`config.mk`:
```
export PLATFORM = sky130hd
export DESIGN_NAME = seq_control_unit_flat
export DESIGN_NICKNAME = d
export VERILOG_FILES = /design/src/rtl/seq_control_unit_if.sv /design/src/rtl/seq_control_unit.sv /design/src/flat_wrapper.sv
export SDC_FILE = /design/constraint.sdc
export NUM_CORES = 1
export LEC_CHECK = 0
export BUFFER_PORTS_ARGS = -buffer_cell sky130_fd_sc_hd__buf_2
export CORE_ASPECT_RATIO = 0.7
export CORE_MARGIN = 2
export CORE_UTILIZATION = 40
export DETAILED_ROUTE_END_ITERATION = 16
export HOLD_SLACK_MARGIN = 0.15
export PLACE_DENSITY_LB_ADDON = 0.12
export SLEW_MARGIN = 25
export SYNTH_ARGS = -nofsm -noshare
export SYNTH_HDL_FRONTEND = slang
export SYNTH_SLANG_ARGS = --single-unit
export TNS_END_PERCENT = 30
```
`constraint.sdc`:
```
create_clock -name clk -period 1.8 [get_ports clk]
set_input_delay 0.09 -clock clk [delete_from_list [all_inputs] [get_ports clk]]
set_output_delay 0.09 -clock clk [all_outputs]
set_load 0.1 [all_outputs]
```
`src/rtl/seq_control_unit_if.sv`:
```
// Handshake bundle between the sequencer and its datapath/memories.
// Signal prefixes (i_/o_) are from the control unit's point of view.
interface seq_control_unit_if #(
    parameter int unsigned OPW   = 6,
    parameter int unsigned FUNCW = 4
);
    logic [OPW-1:0]   i_opcode;
    logic [FUNCW-1:0] i_func;
    logic             i_im_ready;
    logic             i_dm_ready;
    logic             i_flag_n;
    logic             i_flag_z;
    logic             i_resume;

    logic             o_rd_im;
    logic             o_ld_npc;
    logic             o_ld_ir;
    logic             o_rd_rp;
    logic             o_ld_a;
    logic             o_ld_b;
    logic             o_ld_imm;
    logic             o_imm_sel;
    logic             o_alu_src1;
    logic             o_alu_src2;
    logic             o_ld_aluout;
    logic             o_rd_dm;
    logic             o_wr_dm;
    logic             o_ld_lmd;
    logic             o_wr_rp;
    logic             o_ld_pc;
    logic             o_pc_sel;
    logic             o_halted;
    logic             o_illegal;
    logic             o_mem_timeout;
    logic [FUNCW-1:0] o_alu_func;
    logic [1:0]       o_wb_sel;

    modport master (
        input  i_opcode, i_func, i_im_ready, i_dm_ready, i_flag_n, i_flag_z, i_resume,
        output o_rd_im, o_ld_npc, o_ld_ir, o_rd_rp, o_ld_a, o_ld_b, o_ld_imm, o_imm_sel,
               o_alu_src1, o_alu_src2, o_ld_aluout, o_rd_dm, o_wr_dm, o_ld_lmd, o_wr_rp,
               o_ld_pc, o_pc_sel, o_halted, o_illegal, o_mem_timeout, o_alu_func, o_wb_sel
    );

    modport slave (
        output i_opcode, i_func, i_im_ready, i_dm_ready, i_flag_n, i_flag_z, i_resume,
        input  o_rd_im, o_ld_npc, o_ld_ir, o_rd_rp, o_ld_a, o_ld_b, o_ld_imm, o_imm_sel,
               o_alu_src1, o_alu_src2, o_ld_aluout, o_rd_dm, o_wr_dm, o_ld_lmd, o_wr_rp,
               o_ld_pc, o_pc_sel, o_halted, o_illegal, o_mem_timeout, o_alu_func, o_wb_sel
    );
endinterface

```
`src/rtl/seq_control_unit.sv`:
```
// Multi-cycle sequencer: FETCH/DECODE/EXEC/MEM/WB/HALT with memory-wait timeout.
// All strobes are combinational from state, latched instruction class and ready inputs.
module seq_control_unit #(
    parameter int unsigned OPW   = 6,
    parameter int unsigned FUNCW = 4,
    parameter int unsigned TOW   = 4
) (
    input logic                clk,
    input logic                rst,
    seq_control_unit_if.master bus
);

    localparam logic [2:0] StFetch  = 3'd0;
    localparam logic [2:0] StDecode = 3'd1;
    localparam logic [2:0] StExec   = 3'd2;
    localparam logic [2:0] StMem    = 3'd3;
    localparam logic [2:0] StWb     = 3'd4;
    localparam logic [2:0] StHalt   = 3'd5;

    localparam logic [3:0] ClsAlu  = 4'd0;
    localparam logic [3:0] ClsLd   = 4'd1;
    localparam logic [3:0] ClsSt   = 4'd2;
    localparam logic [3:0] ClsBr   = 4'd3;
    localparam logic [3:0] ClsBmi  = 4'd4;
    localparam logic [3:0] ClsBpl  = 4'd5;
    localparam logic [3:0] ClsBz   = 4'd6;
    localparam logic [3:0] ClsMove = 4'd7;
    localparam logic [3:0] ClsHalt = 4'd8;
    localparam logic [3:0] ClsNop  = 4'd9;
    localparam logic [3:0] ClsCmov = 4'd10;
    localparam logic [3:0] ClsImm  = 4'd11;
    localparam logic [3:0] ClsLui  = 4'd12;
    localparam logic [3:0] ClsIll  = 4'd13;

    function automatic logic [3:0] f_decode(input logic [OPW-1:0] op);
        logic [5:0] op6;
        op6 = op[5:0];
        if ((op >> 6) != '0) return ClsIll;
        case (op6)
            6'b000000: return ClsAlu;
            6'b000001: return ClsLd;
            6'b000010: return ClsSt;
            6'b000011: return ClsBr;
            6'b000100: return ClsBmi;
            6'b000101: return ClsBpl;
            6'b000110: return ClsBz;
            6'b000111: return ClsMove;
            6'b001000: return ClsHalt;
            6'b001001: return ClsNop;
            6'b101010: return ClsCmov;
            6'b111111: return ClsLui;
            default:   return (op6 >= 6'b110000 && op6 <= 6'b111001) ? ClsImm : ClsIll;
        endcase
    endfunction

    logic [2:0]       r_state;
    logic [2:0]       w_state_nxt;
    logic [TOW-1:0]   r_wait;
    logic [TOW-1:0]   w_wait_nxt;
    logic [3:0]       r_cls;
    logic [3:0]       r_op4;
    logic [FUNCW-1:0] r_func;
    logic [3:0]       w_cls_dec;
    logic             w_timeout;
    logic             w_is_br;

    assign w_cls_dec = f_decode(bus.i_opcode);
    assign w_timeout = &r_wait;
    assign w_is_br   = (r_cls >= ClsBr) && (r_cls <= ClsBz);

    // Instruction fields are captured in DECODE; later states never look at the IR again.
    always_ff @(posedge clk or posedge rst) begin
        if (rst) begin
            r_state <= StFetch;
            r_wait  <= '0;
            r_cls   <= ClsNop;
            r_op4   <= '0;
            r_func  <= '0;
        end else begin
            r_state <= w_state_nxt;
            r_wait  <= w_wait_nxt;
            if (r_state == StDecode) begin
                r_cls  <= w_cls_dec;
                r_op4  <= bus.i_opcode[3:0];
                r_func <= bus.i_func;
            end
        end
    end

    always_comb begin
        w_state_nxt       = r_state;
        w_wait_nxt        = '0;
        bus.o_rd_im       = 1'b0;
        bus.o_ld_npc      = 1'b0;
        bus.o_ld_ir       = 1'b0;
        bus.o_rd_rp       = 1'b0;
        bus.o_ld_a        = 1'b0;
        bus.o_ld_b        = 1'b0;
        bus.o_ld_imm      = 1'b0;
        bus.o_imm_sel     = 1'b0;
        bus.o_alu_src1    = 1'b0;
        bus.o_alu_src2    = 1'b0;
        bus.o_ld_aluout   = 1'b0;
        bus.o_rd_dm       = 1'b0;
        bus.o_wr_dm       = 1'b0;
        bus.o_ld_lmd      = 1'b0;
        bus.o_wr_rp       = 1'b0;
        bus.o_ld_pc       = 1'b0;
        bus.o_pc_sel      = 1'b0;
        bus.o_halted      = 1'b0;
        bus.o_illegal     = 1'b0;
        bus.o_mem_timeout = 1'b0;
        bus.o_alu_func    = '0;
        bus.o_wb_sel      = 2'b00;

        // Outputs stay at their quiet defaults for as long as reset is held.
        if (!rst) begin
            case (r_state)
                StFetch: begin
                    if (bus.i_im_ready) begin
                        bus.o_rd_im  = 1'b1;
                        bus.o_ld_npc = 1'b1;
                        bus.o_ld_ir  = 1'b1;
                        w_state_nxt  = StDecode;
                    end else if (w_timeout) begin
                        bus.o_mem_timeout = 1'b1;
                        w_state_nxt       = StHalt;
                    end else begin
                        bus.o_rd_im = 1'b1;
                        w_wait_nxt  = r_wait + TOW'(1);
                    end
                end

                StDecode: begin
                    w_state_nxt = StExec;
                    unique case (w_cls_dec)
                        ClsAlu: begin
                            bus.o_rd_rp = 1'b1;
                            bus.o_ld_a  = 1'b1;
                            bus.o_ld_b  = 1'b1;
                        end
                        ClsImm, ClsLui, ClsBmi, ClsBpl, ClsBz: begin
                            bus.o_rd_rp  = 1'b1;
                            bus.o_ld_a   = 1'b1;
                            bus.o_ld_imm = 1'b1;
                        end
                        ClsLd, ClsSt: begin
                            bus.o_rd_rp  = 1'b1;
                            bus.o_ld_a   = 1'b1;
                            bus.o_ld_b   = 1'b1;
                            bus.o_ld_imm = 1'b1;
                        end
                        ClsBr: begin
                            bus.o_ld_imm  = 1'b1;
                            bus.o_imm_sel = 1'b1;
                        end
                        ClsMove: bus.o_ld_a = 1'b1;
                        ClsCmov: begin
                            bus.o_ld_a = 1'b1;
                            bus.o_ld_b = 1'b1;
                        end
                        ClsHalt: w_state_nxt = StHalt;
                        ClsNop: begin
                            bus.o_ld_pc = 1'b1;
                            w_state_nxt = StFetch;
                        end
                        default: begin
                            bus.o_illegal = 1'b1;
                            bus.o_ld_pc   = 1'b1;
                            w_state_nxt   = StFetch;
                        end
                    endcase
                end

                StExec: begin
                    bus.o_alu_src2  = (r_cls != ClsAlu);
                    bus.o_ld_aluout = (r_cls == ClsAlu) || (r_cls == ClsImm) || (r_cls == ClsLui) ||
                                      (r_cls == ClsLd) || (r_cls == ClsSt) || w_is_br;
                    if (r_cls == ClsAlu) begin
                        bus.o_alu_func = r_func;
                    end else if ((r_cls == ClsImm) || (r_cls == ClsLui)) begin
                        bus.o_alu_func = FUNCW'(r_op4);
                    end
                    if (w_is_br) begin
                        bus.o_alu_src1 = 1'b1;
                        bus.o_ld_pc    = 1'b1;
                        w_state_nxt    = StFetch;
                        unique case (r_cls)
                            ClsBr:   bus.o_pc_sel = 1'b1;
                            ClsBmi:  bus.o_pc_sel = bus.i_flag_n;
                            ClsBpl:  bus.o_pc_sel = !bus.i_flag_n && !bus.i_flag_z;
                            default: bus.o_pc_sel = bus.i_flag_z;
                        endcase
                    end else if ((r_cls == ClsLd) || (r_cls == ClsSt)) begin
                        w_state_nxt = StMem;
                    end else begin
                        w_state_nxt = StWb;
                    end
                end

                StMem: begin
                    if (bus.i_dm_ready) begin
                        if (r_cls == ClsLd) begin
                            bus.o_rd_dm  = 1'b1;
                            bus.o_ld_lmd = 1'b1;
                            w_state_nxt  = StWb;
                        end else begin
                            bus.o_wr_dm = 1'b1;
                            bus.o_ld_pc = 1'b1;
                            w_state_nxt = StFetch;
                        end
                    end else if (w_timeout) begin
                        bus.o_mem_timeout = 1'b1;
                        w_state_nxt       = StHalt;
                    end else begin
                        bus.o_rd_dm = (r_cls == ClsLd);
                        bus.o_wr_dm = (r_cls != ClsLd);
                        w_wait_nxt  = r_wait + TOW'(1);
                    end
                end

                StWb: begin
                    bus.o_wr_rp = 1'b1;
                    bus.o_ld_pc = 1'b1;
                    w_state_nxt = StFetch;
                    unique case (r_cls)
                        ClsLd:   bus.o_wb_sel = 2'b00;
                        ClsMove: bus.o_wb_sel = 2'b10;
                        ClsCmov: bus.o_wb_sel = 2'b11;
                        default: bus.o_wb_sel = 2'b01;
                    endcase
                end

                StHalt: begin
                    bus.o_halted = 1'b1;
                    if (bus.i_resume) begin
                        bus.o_ld_pc = 1'b1;
                        w_state_nxt = StFetch;
                    end
                end

                default: w_state_nxt = StFetch;
            endcase
        end
    end

endmodule

```
`src/flat_wrapper.sv`:
```
// flat-port wrapper written by rule: the top's interface ports become plain ports
module seq_control_unit_flat 
#(
    parameter int unsigned OPW   = 6,
    parameter int unsigned FUNCW = 4,
    parameter int unsigned TOW   = 4
)
  (clk, rst, bus_i_opcode, bus_i_func, bus_i_im_ready, bus_i_dm_ready, bus_i_flag_n, bus_i_flag_z, bus_i_resume, bus_o_rd_im, bus_o_ld_npc, bus_o_ld_ir, bus_o_rd_rp, bus_o_ld_a, bus_o_ld_b, bus_o_ld_imm, bus_o_imm_sel, bus_o_alu_src1, bus_o_alu_src2, bus_o_ld_aluout, bus_o_rd_dm, bus_o_wr_dm, bus_o_ld_lmd, bus_o_wr_rp, bus_o_ld_pc, bus_o_pc_sel, bus_o_halted, bus_o_illegal, bus_o_mem_timeout, bus_o_alu_func, bus_o_wb_sel);
  seq_control_unit_if #(.OPW(OPW), .FUNCW(FUNCW)) bus_i ();
  input logic clk;
  input logic rst;
  input wire logic [$bits(bus_i.i_opcode)-1:0] bus_i_opcode;
  input wire logic [$bits(bus_i.i_func)-1:0] bus_i_func;
  input wire logic [$bits(bus_i.i_im_ready)-1:0] bus_i_im_ready;
  input wire logic [$bits(bus_i.i_dm_ready)-1:0] bus_i_dm_ready;
  input wire logic [$bits(bus_i.i_flag_n)-1:0] bus_i_flag_n;
  input wire logic [$bits(bus_i.i_flag_z)-1:0] bus_i_flag_z;
  input wire logic [$bits(bus_i.i_resume)-1:0] bus_i_resume;
  output wire logic [$bits(bus_i.o_rd_im)-1:0] bus_o_rd_im;
  output wire logic [$bits(bus_i.o_ld_npc)-1:0] bus_o_ld_npc;
  output wire logic [$bits(bus_i.o_ld_ir)-1:0] bus_o_ld_ir;
  output wire logic [$bits(bus_i.o_rd_rp)-1:0] bus_o_rd_rp;
  output wire logic [$bits(bus_i.o_ld_a)-1:0] bus_o_ld_a;
  output wire logic [$bits(bus_i.o_ld_b)-1:0] bus_o_ld_b;
  output wire logic [$bits(bus_i.o_ld_imm)-1:0] bus_o_ld_imm;
  output wire logic [$bits(bus_i.o_imm_sel)-1:0] bus_o_imm_sel;
  output wire logic [$bits(bus_i.o_alu_src1)-1:0] bus_o_alu_src1;
  output wire logic [$bits(bus_i.o_alu_src2)-1:0] bus_o_alu_src2;
  output wire logic [$bits(bus_i.o_ld_aluout)-1:0] bus_o_ld_aluout;
  output wire logic [$bits(bus_i.o_rd_dm)-1:0] bus_o_rd_dm;
  output wire logic [$bits(bus_i.o_wr_dm)-1:0] bus_o_wr_dm;
  output wire logic [$bits(bus_i.o_ld_lmd)-1:0] bus_o_ld_lmd;
  output wire logic [$bits(bus_i.o_wr_rp)-1:0] bus_o_wr_rp;
  output wire logic [$bits(bus_i.o_ld_pc)-1:0] bus_o_ld_pc;
  output wire logic [$bits(bus_i.o_pc_sel)-1:0] bus_o_pc_sel;
  output wire logic [$bits(bus_i.o_halted)-1:0] bus_o_halted;
  output wire logic [$bits(bus_i.o_illegal)-1:0] bus_o_illegal;
  output wire logic [$bits(bus_i.o_mem_timeout)-1:0] bus_o_mem_timeout;
  output wire logic [$bits(bus_i.o_alu_func)-1:0] bus_o_alu_func;
  output wire logic [$bits(bus_i.o_wb_sel)-1:0] bus_o_wb_sel;
  assign bus_i.i_opcode = bus_i_opcode;
  assign bus_i.i_func = bus_i_func;
  assign bus_i.i_im_ready = bus_i_im_ready;
  assign bus_i.i_dm_ready = bus_i_dm_ready;
  assign bus_i.i_flag_n = bus_i_flag_n;
  assign bus_i.i_flag_z = bus_i_flag_z;
  assign bus_i.i_resume = bus_i_resume;
  assign bus_o_rd_im = bus_i.o_rd_im;
  assign bus_o_ld_npc = bus_i.o_ld_npc;
  assign bus_o_ld_ir = bus_i.o_ld_ir;
  assign bus_o_rd_rp = bus_i.o_rd_rp;
  assign bus_o_ld_a = bus_i.o_ld_a;
  assign bus_o_ld_b = bus_i.o_ld_b;
  assign bus_o_ld_imm = bus_i.o_ld_imm;
  assign bus_o_imm_sel = bus_i.o_imm_sel;
  assign bus_o_alu_src1 = bus_i.o_alu_src1;
  assign bus_o_alu_src2 = bus_i.o_alu_src2;
  assign bus_o_ld_aluout = bus_i.o_ld_aluout;
  assign bus_o_rd_dm = bus_i.o_rd_dm;
  assign bus_o_wr_dm = bus_i.o_wr_dm;
  assign bus_o_ld_lmd = bus_i.o_ld_lmd;
  assign bus_o_wr_rp = bus_i.o_wr_rp;
  assign bus_o_ld_pc = bus_i.o_ld_pc;
  assign bus_o_pc_sel = bus_i.o_pc_sel;
  assign bus_o_halted = bus_i.o_halted;
  assign bus_o_illegal = bus_i.o_illegal;
  assign bus_o_mem_timeout = bus_i.o_mem_timeout;
  assign bus_o_alu_func = bus_i.o_alu_func;
  assign bus_o_wb_sel = bus_i.o_wb_sel;
  seq_control_unit #(.OPW(OPW), .FUNCW(FUNCW), .TOW(TOW)) u_core (.clk(clk), .rst(rst), .bus(bus_i));
endmodule
```
==> impl_summary.md <==
Job
Across the run, the number of max-cap violations was 0.

Setup path
The worst setup path is launched from a flop. The data arrival time of the worst path is 1.79 ns. The category of the worst setup path capture point is an output port.

The required time at the endpoint of the critical path is 1.71 ns. The largest fanout on the critical path is 4. The critical path is of the flop to output port type.

Floorplan
The floorplan step defined a die boundary enclosing 0.00468 mm2. The die is 80.9 um wide. The number of primary I/O pins is 43. The starting density of the core is 0.419.

The y dimension of the die is 57.8 um. The number of rows created at floorplan is 19. The standard cell core area is 0.00395 mm2.

GRT
The via count of the first global-routing pass came to 1761. The first global-routing pass estimated 8420 um of wire. Entering global routing, the biggest net connects 19 pins.

Summed over all layers, the global routing overflow is 0. The global-route usage over all layers is 0.231. The number of antenna violations at the first check in global routing is 0.

Yosys
The per-instance average area after synthesis is 7.20 um2. In the synthesized netlist the dominant register cell turns out to be dfrtp_1. dfrtp_1 takes more of the synthesized area than any other cell. Of the synthesized area, sequential elements account for 0.289.

The number of distinct library cells after synthesis is 56. By area the synthesized netlist is led by dfrtp_1 26%, nor2_1 8.4%, nand2_1 8.2%. The post-synthesis cell area is 0.00166 mm2.

The number of storage elements in the synthesis netlist is 19. The synthesized design contains 0 enable-type register cells. The fraction of post-synthesis cell area in the top cell type by area is 0.257. When the netlist entered floorplanning its net count stood at 250. The async set or reset register ratio after synthesis is 1.00. The Yosys step of the flow raised 0 warnings. After technology mapping, the gate count stands at 230.

Drt
Before antenna repair, the detailed router went through 4 iterations. The met3 wirelength from detailed routing is 236 um. After the first detailed-routing iteration, the DRC count stood at 117.

The count of unresolved DRC violations after routing is 0. In this run the top signal layer used is met4. The detailed-routing wirelength on met1 is 2410 um. The final routed wirelength across all metal layers is 4980 um. The number of nets with antenna violations after detailed routing is 0. The total met2 wirelength after detailed routing is 2280 um. The average wire per standard cell is 14.3 um.

The routed via count is 1907. Using the TritonRoute via totals, the vias-per-cell ratio works out to 5.48.

Pwr
The total power consumption of the routed design is 3.95 mW. VDD sags by at most 0.000748 V. Dividing total power by cell area gives a power density of 1300 mW/mm2.

The static leakage is 1.21 nW.

Clock network
The total CTS buffers is 3. The number of H-tree branching levels is 1. The clock insertion delay at the later pin of the skew report is 0.26 ns. TritonCTS built the clock tree.

The worst-case clock buffer depth is 2. The clock edge transition at the registers on the reported setup and hold paths is 0.07 ns. The number of sinks on the clock net is 19. The tree is rooted in a clkbuf_8.

Outcome
The run finished, with violations left. The checks that failed: setup timing.

STA
The final-report hold violation count is 0. Setup repair after global routing could not meet its margin everywhere. The sum of negative setup slack is -0.275 ns. The count of final setup violators is 6. The count of pins over their slew limit was 0.

The post-layout minimum cycle time is 1.88 ns. In this run the tightest slew margin relative to its limit is 0.684. At the pin with the least slew margin, the transition time is 0.472 ns. Across all hold checks on the routed design, the worst slack comes to 0.215 ns. The clock arrives with 0.00759 ns of skew. Of the available clock period, the critical path in the final layout requires 1.05. The setup slack after layout is -0.0839 ns. The maximum frequency from static timing analysis is 0.531 GHz.

Place
The total of buffers placed on input and output ports is 42. Detailed placement ended at an HPWL of 3560 um. Timing analysis after detailed placement gives a worst setup slack of 0.0388 ns. The placed instances occupy a cell area of 0.00266 mm2. The number of placed instances with taps included is 324. The final weighted congestion in routability-driven placement is 0.880.

Finish
Once layout is done, the placed cells without fillers occupy 0.00303 mm2. In the final layout, the share of cells above drive strength 1 is 0.493. The finished layout holds 348 standard cells, fillers aside. The layout filler cell count is 287. 0 antenna diodes ended up in the layout. At the end of the flow, the number of nets in the layout was 317. Measured on the finished design, the core utilization comes to 0.767. The layout-stage area growth over the synthesis result is 82.9%.

Min path
In this run the worst hold path is classified as primary input to flop.
## final timing paths
path,from,endpoint,slack [ns],depth (start not counted)
max,u_core.r_cls[0],bus_o_pc_sel,-0.08,6
max in group asynchronous,rst,u_core.r_state[2],0.90,4
min in group asynchronous,rst,u_core.r_op4[2],0.55,3
min reg2reg,u_core.r_func[3],u_core.r_func[3],0.50,2
max reg2reg,u_core.r_cls[3],u_core.r_state[2],0.09,5
min,bus_i_opcode[1],u_core.r_op4[1],0.21,4
## cells in the final DEF (no fill, tap or decap), types with 2 or more instances in the layout
cell,instances
a31oi_1,2
dfrtp_2,4
a22o_1,2
buf_2,17
o21ai_1,3
a21oi_2,3
a22oi_2,4
dfstp_2,2
dfrtp_1,13
or3_1,2
nand2_1,32
nand3_1,9
inv_1,5
clkbuf_8,3
buf_12,28
nor2_4,3
and3_1,3
nor4_4,3
nor4b_4,2
nor3_1,7
ha_1,2
xnor2_1,2
dlygate4sd3_1,7
nand2_2,2
nor2b_1,2
nand3_4,2
and3_4,2
mux2i_1,2
nand2b_1,4
o21ai_0,10
buf_4,28
a21oi_1,9
nor2_2,15
a31o_2,2
nand2_8,2
nor2_1,19
## cells by family (layout without fill, tap and decap cells)
kind of cell,Yosys count,count (layout),share of synthesized area
AND/OR/NAND/NOR,123,123,0.362
XOR/XNOR,4,4,0.0212
adder cells (fa/ha/maj),3,3,0.0227
multiplexers,2,2,0.0121
buffers and inverters,26,92,0.0763
AO/OA/AOI/OAI,53,53,0.217
flip-flops,19,19,0.289
## layer usage
layer,vias up,GRT usage
li1,953,-
met1,886,0.348
met2,63,0.352
met3,5,0.0171
met4,0,0.0775
met5,-,0
## worst max-delay path: stages, from the launching register on
cell,delay (ns)
dfstp_2,0.58
buf_12,0.13
mux2i_1,0.07
nor2_1,0.13
nor2_2,0.06
a2111oi_4,0.35
buf_12,0.22
## final cells by class
type,instances,area [um2],share of cell area
Inverter,7,32.5,0.0107
Multi-Input combinational cell,185,1470,0.484
Sequential cell,19,483,0.160
Clock buffer,4,45.0,0.0149
Tap cell,52,65.1,0.0215
Timing Repair Buffer,81,937,0.310
## power breakdown
group / leakage [nW] / switching, mW / total, mW / internal (mW)
Clock: 0.0228 / 0.139 / 0.296 / 0.158
Sequential: 0.235 / 0.215 / 0.837 / 0.622
Combinational: 0.949 / 1.60 / 2.82 / 1.21
Total: 1.21 / 1.96 / 3.95 / 1.99
## synthesized netlist by cell type (3+ instances only)
master / number
a22oi_1: 4
nor4_1: 3
ha_1: 3
buf_2: 11
inv_1: 6
clkbuf_1: 5
and3_1: 5
nor2_1: 37
a21oi_1: 12
dfrtp_1: 17
nand3_1: 11
nor3_1: 8
o21ai_0: 13
nor2b_1: 3
nand2b_1: 5
nand2_1: 36
## registers in the layout, summed over array words and instances, names as in the netlist
name and cells:
u_core.r_func 4, u_core.r_state 3, u_core.r_op4 4, u_core.r_wait 4, u_core.r_cls 4
## timing repair
action                                  4_1_cts  5_1_grt
gates resized for setup                      23        7
hold buffers                                  7        0
hold endpoints to repair                     10        0
pin swaps                                    11        4
endpoints found under the setup margin       14       14
gates cloned                                  0        0
buffers inserted                             12        1
(Power assumes the default switching activity.)
